## config.mk

```make
export PLATFORM = sky130hd
export DESIGN_NAME = risk_alarm_ctrl
export DESIGN_NICKNAME = d
export VERILOG_FILES = /design/src/rtl/risk_alarm_pkg.sv /design/src/rtl/risk_blink_div.sv /design/src/rtl/risk_alarm_ctrl.sv
export SDC_FILE = /design/constraint.sdc
export NUM_CORES = 1
export LEC_CHECK = 0
export ABC_AREA = 1
export BUFFER_PORTS_ARGS = -buffer_cell sky130_fd_sc_hd__buf_2
export CAP_MARGIN = 5
export CORE_UTILIZATION = 58
export DETAILED_ROUTE_END_ITERATION = 10
export PLACE_DENSITY = 0.79
export SLEW_MARGIN = 20
export SYNTH_ARGS = -nofsm -noshare
export SYNTH_HDL_FRONTEND = slang
export SYNTH_SLANG_ARGS = --single-unit
```

## constraint.sdc

```tcl
create_clock -name clk -period 2.6 [get_ports clk]
set_input_delay 0.52 -clock clk [delete_from_list [all_inputs] [get_ports clk]]
set_output_delay 0.52 -clock clk [all_outputs]
set_load 0.1 [all_outputs]
```

## src/rtl/risk_alarm_pkg.sv

```systemverilog
// Shared level encoding, thresholds and the risk clamp for the landslide
// alert controller (optional peak tracker: RISK_ALARM_PEAK_EN).
package risk_alarm_pkg;

    typedef logic [1:0] level_t;

    localparam level_t LVL_LOW  = 2'd0;
    localparam level_t LVL_MED  = 2'd1;
    localparam level_t LVL_HIGH = 2'd2;

    localparam logic [7:0] RISK_MAX = 8'd100;

    localparam int DEF_MED_ON    = 40;
    localparam int DEF_MED_OFF   = 35;
    localparam int DEF_HIGH_ON   = 70;
    localparam int DEF_HIGH_OFF  = 65;
    localparam int DEF_PERSIST   = 3;
    localparam int DEF_BLINK_DIV = 1000000;

    function automatic logic [7:0] clamp_risk(input logic [7:0] r);
        return (r > RISK_MAX) ? RISK_MAX : r;
    endfunction

endpackage

```

## src/rtl/risk_blink_div.sv

```systemverilog
// Enable-gated blink divider: square wave with BLINK_DIV-cycle half-period,
// held at 0 (divider cleared) whenever disabled or explicitly cleared.
module risk_blink_div #(
    parameter int BLINK_DIV = 1000000
) (
    input  logic clk,
    input  logic rst_n,
    input  logic en,
    input  logic clr,
    output logic blink
);

    localparam int W = $clog2(BLINK_DIV);
    localparam logic [W-1:0] LAST = W'(BLINK_DIV - 1);

    logic [W-1:0] cnt;

    always_ff @(posedge clk or negedge rst_n) begin
        if (!rst_n) begin
            cnt   <= '0;
            blink <= 1'b0;
        end else if (!en || clr) begin
            cnt   <= '0;
            blink <= 1'b0;
        end else if (cnt == LAST) begin
            cnt   <= '0;
            blink <= ~blink;
        end else begin
            cnt <= cnt + 1'b1;
        end
    end

endmodule

```

## src/rtl/risk_alarm_ctrl.sv

```systemverilog
// Debounced, hysteretic LOW/MED/HIGH alert with latched HIGH alarm and blink.
// Define RISK_ALARM_PEAK_EN to build the peak-risk tracker.
module risk_alarm_ctrl
    import risk_alarm_pkg::*;
#(
    parameter int MED_ON    = DEF_MED_ON,
    parameter int MED_OFF   = DEF_MED_OFF,
    parameter int HIGH_ON   = DEF_HIGH_ON,
    parameter int HIGH_OFF  = DEF_HIGH_OFF,
    parameter int PERSIST   = DEF_PERSIST,
    parameter int BLINK_DIV = DEF_BLINK_DIV
) (
    input  logic       clk,
    input  logic       rst_n,
    input  logic [7:0] risk_in,
    input  logic       risk_valid,
    input  logic       ack,
    output logic [1:0] alarm_level,
    output logic       alarm,
    output logic       blink,
    output logic [7:0] peak_risk
);

    localparam logic [7:0] MED_ON_C   = 8'(MED_ON);
    localparam logic [7:0] MED_OFF_C  = 8'(MED_OFF);
    localparam logic [7:0] HIGH_ON_C  = 8'(HIGH_ON);
    localparam logic [7:0] HIGH_OFF_C = 8'(HIGH_OFF);
    localparam logic [4:0] PERSIST_C  = 5'(PERSIST);

    level_t     level, level_nx;
    level_t     pend, pend_nx;
    level_t     cand;
    logic [3:0] cnt, cnt_nx;
    logic [4:0] cnt_inc;
    logic [7:0] r;
    logic       alarm_nx;
    logic       alarm_set;
    logic       alarm_clr;

    assign r = clamp_risk(risk_in);

    // Thresholds depend on where we are now, giving the hysteresis bands.
    always_comb begin
        cand = LVL_LOW;
        case (level)
            LVL_LOW: begin
                if (r >= HIGH_ON_C)     cand = LVL_HIGH;
                else if (r >= MED_ON_C) cand = LVL_MED;
                else                    cand = LVL_LOW;
            end
            LVL_MED: begin
                if (r >= HIGH_ON_C)     cand = LVL_HIGH;
                else if (r < MED_OFF_C) cand = LVL_LOW;
                else                    cand = LVL_MED;
            end
            default: begin
                if (r >= HIGH_OFF_C)     cand = LVL_HIGH;
                else if (r >= MED_OFF_C) cand = LVL_MED;
                else                     cand = LVL_LOW;
            end
        endcase
    end

    always_comb begin
        level_nx = level;
        pend_nx  = pend;
        cnt_nx   = cnt;
        cnt_inc  = 5'd0;
        if (risk_valid) begin
            if (cand == level) begin
                cnt_nx = 4'd0;
            end else begin
                if (cand != pend) begin
                    pend_nx = cand;
                    cnt_inc = 5'd1;
                end else begin
                    cnt_inc = {1'b0, cnt} + 5'd1;
                end
                if (cnt_inc == PERSIST_C) begin
                    level_nx = pend_nx;
                    cnt_nx   = 4'd0;
                end else begin
                    cnt_nx = cnt_inc[3:0];
                end
            end
        end
    end

    // Entering HIGH sets the alarm and beats a coincident ack.
    always_comb begin
        alarm_set = (level_nx == LVL_HIGH) && (level != LVL_HIGH);
        alarm_clr = alarm && ack && (level != LVL_HIGH);
        alarm_nx  = alarm_set || (alarm && !alarm_clr);
    end

    always_ff @(posedge clk or negedge rst_n) begin
        if (!rst_n) begin
            level <= LVL_LOW;
            pend  <= LVL_LOW;
            cnt   <= 4'd0;
            alarm <= 1'b0;
        end else begin
            level <= level_nx;
            pend  <= pend_nx;
            cnt   <= cnt_nx;
            alarm <= alarm_nx;
        end
    end

    assign alarm_level = level;

    risk_blink_div #(
        .BLINK_DIV(BLINK_DIV)
    ) u_blink (
        .clk  (clk),
        .rst_n(rst_n),
        .en   (alarm),
        .clr  (alarm && !alarm_nx),
        .blink(blink)
    );

`ifdef RISK_ALARM_PEAK_EN
    logic [7:0] peak;

    always_ff @(posedge clk or negedge rst_n) begin
        if (!rst_n) begin
            peak <= 8'd0;
        end else if (alarm && !alarm_nx) begin
            peak <= risk_valid ? r : 8'd0;
        end else if (risk_valid && (r > peak)) begin
            peak <= r;
        end
    end

    assign peak_risk = peak;
`else
    assign peak_risk = 8'd0;
`endif

endmodule
```

==> metrics.cfg <==
[worst_setup_path]
crit_required_ns = 2.86
path_class = register to register
cp_max_fo = 3
reg2reg_to = u_blink.cnt[18]$_DFF_PN0_
critPathLaunch = u_blink.cnt[0]$_DFF_PN0_
critical_path_arrival_ns = 2.47
reg2regPathDepth = 16
reg2reg_slack_ns = 0.39
crit_end = u_blink.cnt[18]$_DFF_PN0_
r2r_start = u_blink.cnt[0]$_DFF_PN0_
startpoint_type = register
end_kind = register

[placement]
gp_congestion = 0.814
portBuffers = 15
dp_hpwl_mm = 2.56

[detailed_routing]
top_layer = met4
drt_iter0_drc = 40
drc = 0
wl_met2_mm = 1.56
first_pass_iters = 4
vias = 1586
routedWlPerCell_um = 10.3
met1_length_mm = 1.75
drtAntennaViolNets = 0
wl_met3_um = 92
wl_mm = 3.44
vias_per_cell = 4.76

[floorplan]
fp-row-count = 21
die_h_um = 61.3
die_x_um = 61.3
boundaryPins = 24
start_util_pct = 60.6
die_area_um2 = 3760
core_um2 = 3360

[layout]
fin_nets = 300
regArea_um2 = 751
layout-drive-gt1-share_pct = 24.7
area_delta_synth_final_pct = 6.45
multi_input_area_um2 = 1080
utilization_pct = 64.5
fill_cells = 315
n_antenna_cell = 0

[clock_tree]
cts_root_buffer = clkbuf_4
clk_latency_ns = 0.33
cts_max_level = 2
cts_tree = built
cts_resized = 0
holdBufCountCts = 0
post-cts-setup-buffers = 0
cts_buffers = 5
cts_num_sinks = 30
path_clk_slew_ns = 0.09
clk_path_buf_depth = 2

[timing]
max_slew_margin_pct = 56.4
fin_tns_setup_ns = 0
fin_crit_sh_pct = 84.9
drv_slew = 0
finClkSkew_ns = 0.00740
min_period_ns = 2.21
rsz0062_at_grt = false
clock.fmax_ghz = 0.453
worst_slew_pin_slew_ns = 0.653
finalSetupViolations = 0
hold_viol = 0

[pwr]
power_leakage_nw = 0.988
power.density_nw_per_um2 = 632
max-vdd-ir-drop_uv = 330

[grt]
antenna_found_initial = 0
grt_max_degree = 31
grt.total_usage_pct = 20.7
grt_pass1_wl_mm = 5.66
grt_remaining_overflow = 0
grt_pass1_vias = 1420

[synth]
ys_seq_area_share_pct = 36.8
synth_top_cell_area_share_pct = 36.8
ys_ff_latch = 30
synth_cells = 268
synthDistinctLibCells = 33
ys.warnings.count = 0
synth.avg_cell_area_um2 = 7.61
synth.area.top_cells = dfrtp_1 37%, nand2_1 11%, nor2_2 7.1%
synth_top_area_cell = dfrtp_1
synthesis.area_um2 = 2040

[run_status]
outcome = completed

[hold_path]
hold_path.class = input pin to asynchronous set/reset pin

[job]
drv_cap = 0

-- placed cells by master (no fill, tap or decap), types with 4 or more instances in the layout --
| master | n |
|---|---|
| buf_2 | 15 |
| clkbuf_4 | 5 |
| conb_1 | 8 |
| dfrtp_1 | 30 |
| inv_1 | 38 |
| nand2_1 | 62 |
| nand2_2 | 4 |
| nand3_1 | 14 |
| nand3_2 | 6 |
| nor2_1 | 19 |
| nor2_2 | 23 |
| nor3_1 | 5 |
| o21ai_0 | 8 |
| or2_2 | 5 |
| xnor2_1 | 4 |
| xor2_1 | 9 |
-- per-stage QoR --
step                worst slack, ns  power (mW)  cells  hold slack [ns]  instance area, um^2
CTS                           0.364        1.38    333            0.221                 2170
floorplan                     0.232        1.01    275            0.224                 2060
finish                        0.393        1.37    333            0.200                 2170
global route                  0.150        1.45    333            0.259                 2170
global placement              0.250        1.09    325            0.519                 2110
detailed placement            0.223        1.09    325            0.518                 2110
-- worst max-delay path, cell delays in order (launching register included) --
cell and delay, ns:
dfrtp_1 0.36, ha_1 0.20, nand3_2 0.11, nor2_1 0.10, nand2_1 0.08, inv_2 0.08, nand2_2 0.07, nor2_4 0.10
nand3_2 0.09, nor3_2 0.20, nand3_2 0.12, nor2_2 0.13, nand2_2 0.08, nor2_2 0.09, xor2_1 0.15, nand2_1 0.07
nor2_2 0.11
-- registers in the layout, indices dropped and copies added (netlist names) --
name / cells
u_blink.blink: 1
pend: 2
cnt: 4
alarm_level: 2
u_blink.cnt: 20
alarm: 1
-- cell type report --
cell class / count / share of cell area, %
multi-input combinational: 194 / 49.6
sequential: 30 / 34.6
inverter: 40 / 6.92
timing repair buffer: 15 / 3.46
tap: 46 / 2.65
clock buffer: 7 / 2.54
clock inverter: 1 / 0.231
-- report_power, final --
part / switching (mW) / internal, mW / total, mW
clock: 0.160 / 0.131 / 0.290
sequential: 0.0477 / 0.511 / 0.559
combinational: 0.402 / 0.119 / 0.521
-- synthesized netlist by cell type --
library cell  instances
nand2_1              62
inv_1                38
dfrtp_1              30
nor2_2               23
nor2_1               19
nand3_1              14
xor2_1                9
buf_4                 8
o21ai_0               8
nand3_2               6
nor3_1                5
or2_2                 5
nand2_2               4
xnor2_1               4
a21oi_1               3
nand4_1               3
nor4_1                3
o22ai_1               3
a21oi_2               2
buf_6                 2
ha_1                  2
inv_2                 2
nor2_4                2
nor3_2                2
a21boi_4              1
buf_2                 1
conb_1                1
nand2_4               1
nand3b_1              1
o2111ai_1             1
o211ai_1              1
or2_1                 1
xor2_2                1
-- metal layers --
metal  GRT usage [%]  up-vias
met4            8.44        0
met3            6.30        5
met2            30.4       22
li1                -      852
met1            28.4      707
met5               0        -
-- worst min path at each step --
stage,end,cells after the start
after floorplan,alarm$_DFF_PN0_,0
after global placement,pend[0]$_DFFE_PN0P_,2
after detailed placement,pend[0]$_DFFE_PN0P_,2
after CTS,u_blink.cnt[12]$_DFF_PN0_,1
after global routing,u_blink.cnt[2]$_DFF_PN0_,1
final,u_blink.cnt[0]$_DFF_PN0_,1
-- logic make-up after synthesis --
group                    after synthesis  share of synthesized area (%)
AO/OA/AOI/OAI                         19                           6.20
XOR/XNOR                              14                           6.38
adder cells (fa/ha/maj)                2                           1.23
buffers and inverters                 51                           11.7
flip-flops                            30                           36.8
other                                  1                          0.184
AND/OR/NAND/NOR                      151                           37.5
No activity file was read; power rests on OpenSTA's default activity.
